File: src/rtl/clear_pulse_driver.sv
// ---------------------------------------------------------------------------
// clear_pulse_driver
//
// Transmit side of the single-bit "clear" interface consumed by the 2-bit
// state FSM.  On an accepted start it emits N one-cycle pulses on a_out.
// Each pulse is preceded by an idle gap of P+1 cycles, and the train ends
// with a one-cycle done strobe.
//
// Timing, with start accepted at edge 0:
//   - the first a_out pulse is the cycle starting at edge P+1
//   - pulses repeat every P+3 cycles
//   - done is the cycle starting at edge N*(P+3)
//
// Parameters
//   PERIOD_W  width of the gap-length field and the gap counter
//   COUNT_W   width of the pulse-count field and the remaining counter
//
// Ports
//   clk       rising-edge clock
//   rst       asynchronous, active-high reset
//   start     command strobe, only looked at while idle
//   period    gap length P, captured when start is accepted
//   count     pulse count N, captured when start is accepted
//   state_in  state reported back by the consumer FSM
//   a_out     clear pulse, high for exactly one cycle per pulse
//   busy      high while a train is in progress (GAP/PULSE/CHECK)
//   done      one-cycle completion strobe
//   err_cnt   saturating count of CHECK cycles where state_in != 2'b00
//             (only when STATE_CHECK_EN is defined)
//
// Build option
//   STATE_CHECK_EN : enables the consumer-state check and the err_cnt port.
//                    Without it, state_in is accepted but ignored.
// ---------------------------------------------------------------------------
module clear_pulse_driver #(
  parameter int PERIOD_W = 8,
  parameter int COUNT_W  = 8
) (
  input  logic                clk,
  input  logic                rst,
  input  logic                start,
  input  logic [PERIOD_W-1:0] period,
  input  logic [COUNT_W-1:0]  count,
  input  logic [1:0]          state_in,
  output logic                a_out,
  output logic                busy,
  output logic                done
`ifdef STATE_CHECK_EN
  ,
  output logic [7:0]          err_cnt
`endif
);

  typedef enum logic [2:0] {
    ST_IDLE  = 3'd0,
    ST_GAP   = 3'd1,
    ST_PULSE = 3'd2,
    ST_CHECK = 3'd3,
    ST_DONE  = 3'd4
  } state_t;

  localparam logic [PERIOD_W-1:0] P_ZERO = {PERIOD_W{1'b0}};
  localparam logic [PERIOD_W-1:0] P_ONE  = {{(PERIOD_W-1){1'b0}}, 1'b1};
  localparam logic [COUNT_W-1:0]  C_ZERO = {COUNT_W{1'b0}};
  localparam logic [COUNT_W-1:0]  C_ONE  = {{(COUNT_W-1){1'b0}}, 1'b1};

  state_t               state_r;
  state_t               state_s;
  logic [PERIOD_W-1:0]  period_r;
  logic [PERIOD_W-1:0]  period_s;
  logic [PERIOD_W-1:0]  gap_cnt_r;
  logic [PERIOD_W-1:0]  gap_cnt_s;
  logic [COUNT_W-1:0]   remaining_r;
  logic [COUNT_W-1:0]   remaining_s;
  logic                 err_clr_s;
  logic                 err_inc_s;

  // Next-state and datapath update for the pulse-train sequencer
  always_comb begin
    state_s     = state_r;
    period_s    = period_r;
    gap_cnt_s   = gap_cnt_r;
    remaining_s = remaining_r;
    err_clr_s   = 1'b0;
    err_inc_s   = 1'b0;

    case (state_r)
      ST_IDLE: begin
        if (start) begin
          // Every accepted start begins a fresh error tally, even an empty train
          err_clr_s = 1'b1;
          if (count != C_ZERO) begin
            period_s    = period;
            gap_cnt_s   = period;
            remaining_s = count;
            state_s     = ST_GAP;
          end else begin
            // Empty train: straight to completion, busy never rises
            state_s = ST_DONE;
          end
        end else begin
          state_s = ST_IDLE;
        end
      end

      ST_GAP: begin
        // The zero-test comes before the decrement, so the gap lasts P+1 cycles
        if (gap_cnt_r == P_ZERO) begin
          state_s = ST_PULSE;
        end else begin
          gap_cnt_s = gap_cnt_r - P_ONE;
          state_s   = ST_GAP;
        end
      end

      ST_PULSE: begin
        state_s = ST_CHECK;
      end

      ST_CHECK: begin
        // remaining is at least 1 here, so the decrement never wraps
        remaining_s = remaining_r - C_ONE;
`ifdef STATE_CHECK_EN
        // The consumer has had the PULSE-ending edge to drop back to state 0
        if (state_in != 2'b00) begin
          err_inc_s = 1'b1;
        end else begin
          err_inc_s = 1'b0;
        end
`endif
        if (remaining_s == C_ZERO) begin
          state_s = ST_DONE;
        end else begin
          gap_cnt_s = period_r;
          state_s   = ST_GAP;
        end
      end

      ST_DONE: begin
        // Any start seen here is dropped, not queued
        state_s = ST_IDLE;
      end

      default: begin
        state_s = ST_IDLE;
      end
    endcase
  end

  // State register, latched operands, and output flops decoded from next state
  always_ff @(posedge clk or posedge rst) begin
    if (rst) begin
      state_r     <= ST_IDLE;
      period_r    <= P_ZERO;
      gap_cnt_r   <= P_ZERO;
      remaining_r <= C_ZERO;
      a_out       <= 1'b0;
      busy        <= 1'b0;
      done        <= 1'b0;
    end else begin
      state_r     <= state_s;
      period_r    <= period_s;
      gap_cnt_r   <= gap_cnt_s;
      remaining_r <= remaining_s;
      a_out       <= (state_s == ST_PULSE);
      busy        <= (state_s == ST_GAP) || (state_s == ST_PULSE) ||
                     (state_s == ST_CHECK);
      done        <= (state_s == ST_DONE);
    end
  end

`ifdef STATE_CHECK_EN
  // Saturating mismatch counter; keeps its value after DONE until the next start
  always_ff @(posedge clk or posedge rst) begin
    if (rst) begin
      err_cnt <= 8'h00;
    end else if (err_clr_s) begin
      err_cnt <= 8'h00;
    end else if (err_inc_s && (err_cnt != 8'hFF)) begin
      err_cnt <= err_cnt + 8'h01;
    end else begin
      err_cnt <= err_cnt;
    end
  end

  // Every bit of the clear and increment strobes feeds the counter in this build
  logic unused_chk_s;
  assign unused_chk_s = 1'b0;
`else
  // state_in stays on the port list for a stable interface but is not consumed
  logic unused_chk_s;
  assign unused_chk_s = ^{state_in, err_clr_s, err_inc_s};
`endif

endmodule
File: config.mk
export PLATFORM = sky130hd
export DESIGN_NAME = clear_pulse_driver
export DESIGN_NICKNAME = d
export VERILOG_FILES = /design/src/rtl/clear_pulse_driver.sv
export SDC_FILE = /design/constraint.sdc
export NUM_CORES = 1
export LEC_CHECK = 0
export ABC_AREA = 0
export BUFFER_PORTS_ARGS = -buffer_cell sky130_fd_sc_hd__buf_2
export CAP_MARGIN = 10
export CORE_MARGIN = 8
export CORE_UTILIZATION = 45
export DETAILED_ROUTE_END_ITERATION = 10
export HOLD_SLACK_MARGIN = 0.12
export PLACE_DENSITY = 0.62
export SYNTH_ARGS = -nofsm -noshare
export SYNTH_HDL_FRONTEND = slang
export SYNTH_SLANG_ARGS = --single-unit
File: constraint.sdc
create_clock -name clk -period 6.7 [get_ports clk]
set_input_delay 0.67 -clock clk [delete_from_list [all_inputs] [get_ports clk]]
set_output_delay 0.67 -clock clk [all_outputs]
set_load 0.02 [all_outputs]
==> flow_metrics.env <==
export IMPL_fin_setup_tns_ps=0
export IMPL_path_max_fanout=15
export IMPL_rows=22
export IMPL_timing_fmax_mhz=350
export IMPL_die_x_microns=78.5
export IMPL_fin_ws_ps=3840
export IMPL_htree_levels=2
export IMPL_worst_r2r_cell_count=7
export IMPL_via_per_inst=5.80
export IMPL_cts_resized=0
export IMPL_final_layout_size_suffix_gt1_frac=0.157
export IMPL_grt_max_degree=31
export IMPL_via_count=1646
export IMPL_synth_most_common_cell="nand2_1"
export IMPL_syn_inst=214
export IMPL_placed_area_sq_mm=0.00190
export IMPL_syn_area_sq_mm=0.00176
export IMPL_cts_root_buf="clkbuf_8"
export IMPL_synth_async_reset_ratio=1.00
export IMPL_period_minus_slack_ps=2860
export IMPL_post_place_ws_ps=3850
export IMPL_antennaDiodeCount=0
export IMPL_tightest_slew_ps=1050
export IMPL_crit_required_ps=6860
export IMPL_ys_ff_latch=30
export IMPL_yosysSeqAreaShare=0.427
export IMPL_syn_nets=238
export IMPL_antenna_found_initial=0
export IMPL_grt_setup_unrepaired="no"
export IMPL_yosysTopAreaCell="dfrtp_1"
export IMPL_drt_initial_drc_count=104
export IMPL_hold_violations=0
export IMPL_finalCoreUtilization=0.535
export IMPL_critical_path_arrival_ps=3020
export IMPL_p_leak_nw=0.915
export IMPL_finalCritPeriodShare=0.426
export IMPL_reg2reg_to="gap_cnt_r[4]$_DFFE_PP0P_"
export IMPL_cts_buffers=5
export IMPL_max_cap_viol_count=0
export IMPL_avgSynthCellArea_sq_um=8.22
export IMPL_synth_area_top_cells="dfrtp_1, nand2_1, a21oi_1"
export IMPL_status="finished clean"
export IMPL_cp_startpoint="remaining_r[0]$_DFFE_PP0P_"
export IMPL_final_nets=259
export IMPL_p_per_area_mw_per_mm2=414
export IMPL_start_util=0.473
export IMPL_die_h_microns=78.5
export IMPL_slew_headroom=0.288
export IMPL_ant_nets=0
export IMPL_yosys_area_top_type_share=0.427
export IMPL_rrSetupSlack_ps=3840
export IMPL_cp_end_kind="flip-flop"
export IMPL_ys_top_cells_by_count="nand2_1, dfrtp_1, nor2_1"
export IMPL_clock_latency_ps=280
export IMPL_skew_ps=3.32
export IMPL_cts_setup_buffers=0
export IMPL_setup_viol=0
export IMPL_ys_types=42
export IMPL_fin_area_sq_mm=0.00199
export IMPL_grt_total_usage=0.150
export IMPL_hp_class="primary input to asynchronous set/reset pin"
export IMPL_grt_overflow=0
export IMPL_die_area_sq_mm=0.00617
export IMPL_crit_type="flip-flop to flip-flop"
export IMPL_top_level_ports=24
export IMPL_coreArea_sq_mm=0.00372
export IMPL_cts_buffer_depth=2
export IMPL_synth_edf_count=0
export IMPL_drv_slew=0
export IMPL_syn_to_final_growth_pct=13.1
export IMPL_portBuffers=21
export IMPL_clkTransAtPathRegs_ps=60
export IMPL_grt_pass1_wl_microns=7640
export IMPL_avgRoutedWirePerCell_microns=15.2
export IMPL_routed_wl_microns=4310
export IMPL_hold_buffers=0
export IMPL_place_congestion=0.818
export IMPL_cts_tree="yes"
export IMPL_grt_pass1_vias=1654
export IMPL_critPathCapture="gap_cnt_r[4]$_DFFE_PP0P_"
export IMPL_cp_start_kind="flip-flop"
export IMPL_peakVddDrop_mv=0.176
export IMPL_ys_flop_type="dfrtp_1"
export IMPL_dr_pass1_iters=4
export IMPL_reg2reg_from="remaining_r[0]$_DFFE_PP0P_"
export IMPL_hpwl_microns=3120
export IMPL_drcViolationCount=0
export IMPL_yosys_warnings=0
export IMPL_cts_sinks=30
[layer usage]
layer	track usage	part of all wire	vias up	wire length, microns
met5	0	0	-	0
met4	0.0389	0.012	0	53
met3	0.0535	0.069	6	297
met2	0.238	0.46	41	1970
met1	0.188	0.46	793	1990
li1	-	-	806	-
[state kept, by name (all words and copies together) (netlist names)]
name         count
a_out            1
remaining_r      8
done             1
period_r         8
gap_cnt_r        8
state_r          3
busy             1
[worst min path at each step]
stage          cells after the start  slack (ps)                         end               startpoint
4_1_cts                            3         470  remaining_r[1]$_DFFE_PP0P_                      rst
2_1_floorplan                      2         450     period_r[1]$_DFFE_PP0P_  period_r[1]$_DFFE_PP0P_
3_5_place_dp                       2         460     period_r[2]$_DFFE_PP0P_  period_r[2]$_DFFE_PP0P_
6_report                           3         460              busy$_DFF_PP0_                      rst
3_3_place_gp                       2         460     period_r[2]$_DFFE_PP0P_  period_r[2]$_DFFE_PP0P_
5_1_grt                            3         500  remaining_r[1]$_DFFE_PP0P_                      rst
[worst max-delay path, stage by stage, from the launching register on]
cell and delay, ps:
dfrtp_1 470, inv_1 130, ha_1 280, or4b_4 520, or4b_4 510, a311oi_2 380
nor2_2 200, a22o_1 250
[cell usage in the layout (no fill, tap or decap), types with 2 or more instances in the layout]
| cell type | n |
|---|---|
| nand2b_1 | 5 |
| nor3b_1 | 2 |
| nor4_1 | 5 |
| o21ai_0 | 10 |
| nor2_1 | 22 |
| a31oi_1 | 2 |
| ha_1 | 3 |
| inv_1 | 5 |
| buf_2 | 21 |
| or4b_4 | 2 |
| a22o_1 | 5 |
| nand3_1 | 4 |
| buf_4 | 2 |
| o21ai_1 | 6 |
| nor4b_1 | 3 |
| o211ai_1 | 2 |
| dfrtp_1 | 30 |
| o31ai_1 | 2 |
| a21oi_1 | 17 |
| and3b_1 | 2 |
| nor3_1 | 8 |
| clkbuf_8 | 6 |
| nand2_1 | 46 |
| or3_1 | 5 |
[stage by stage]
step | instances | power [mW] | hold slack, ps
3_5_place_dp | 276 | 0.669 | 464
3_3_place_gp | 276 | 0.657 | 461
6_report | 284 | 0.824 | 460
2_1_floorplan | 214 | 0.588 | 446
4_1_cts | 284 | 0.827 | 472
5_1_grt | 284 | 0.898 | 505
[power breakdown]
part	total (mW)	internal, mW	switching [mW]
clock network	0.153	0.0828	0.0698
registers	0.347	0.258	0.0886
logic	0.325	0.146	0.179
total	0.824	0.487	0.337
[area by class of cell]
type	count	area (sq um)
Sequential cell	30	751
Timing Repair Buffer	23	120
Clock buffer	7	86.3
Clock inverter	1	5.00
Fill cell	380	1730
Tap cell	48	60.1
Multi-Input combinational cell	170	948
Inverter	5	18.8
[cell families (layout without fill, tap and decap cells)]
family,after synthesis,count (layout),synth area share
and+or+nand+nor,111,111,0.312
AOI/OAI and AO/OA,55,55,0.201
DFF,30,30,0.427
buffers and inverters,14,36,0.0341
adders and majority gates,3,3,0.0213
xor gates and xnor gates,1,1,0.00498
No activity file was read; power rests on OpenSTA's default activity.
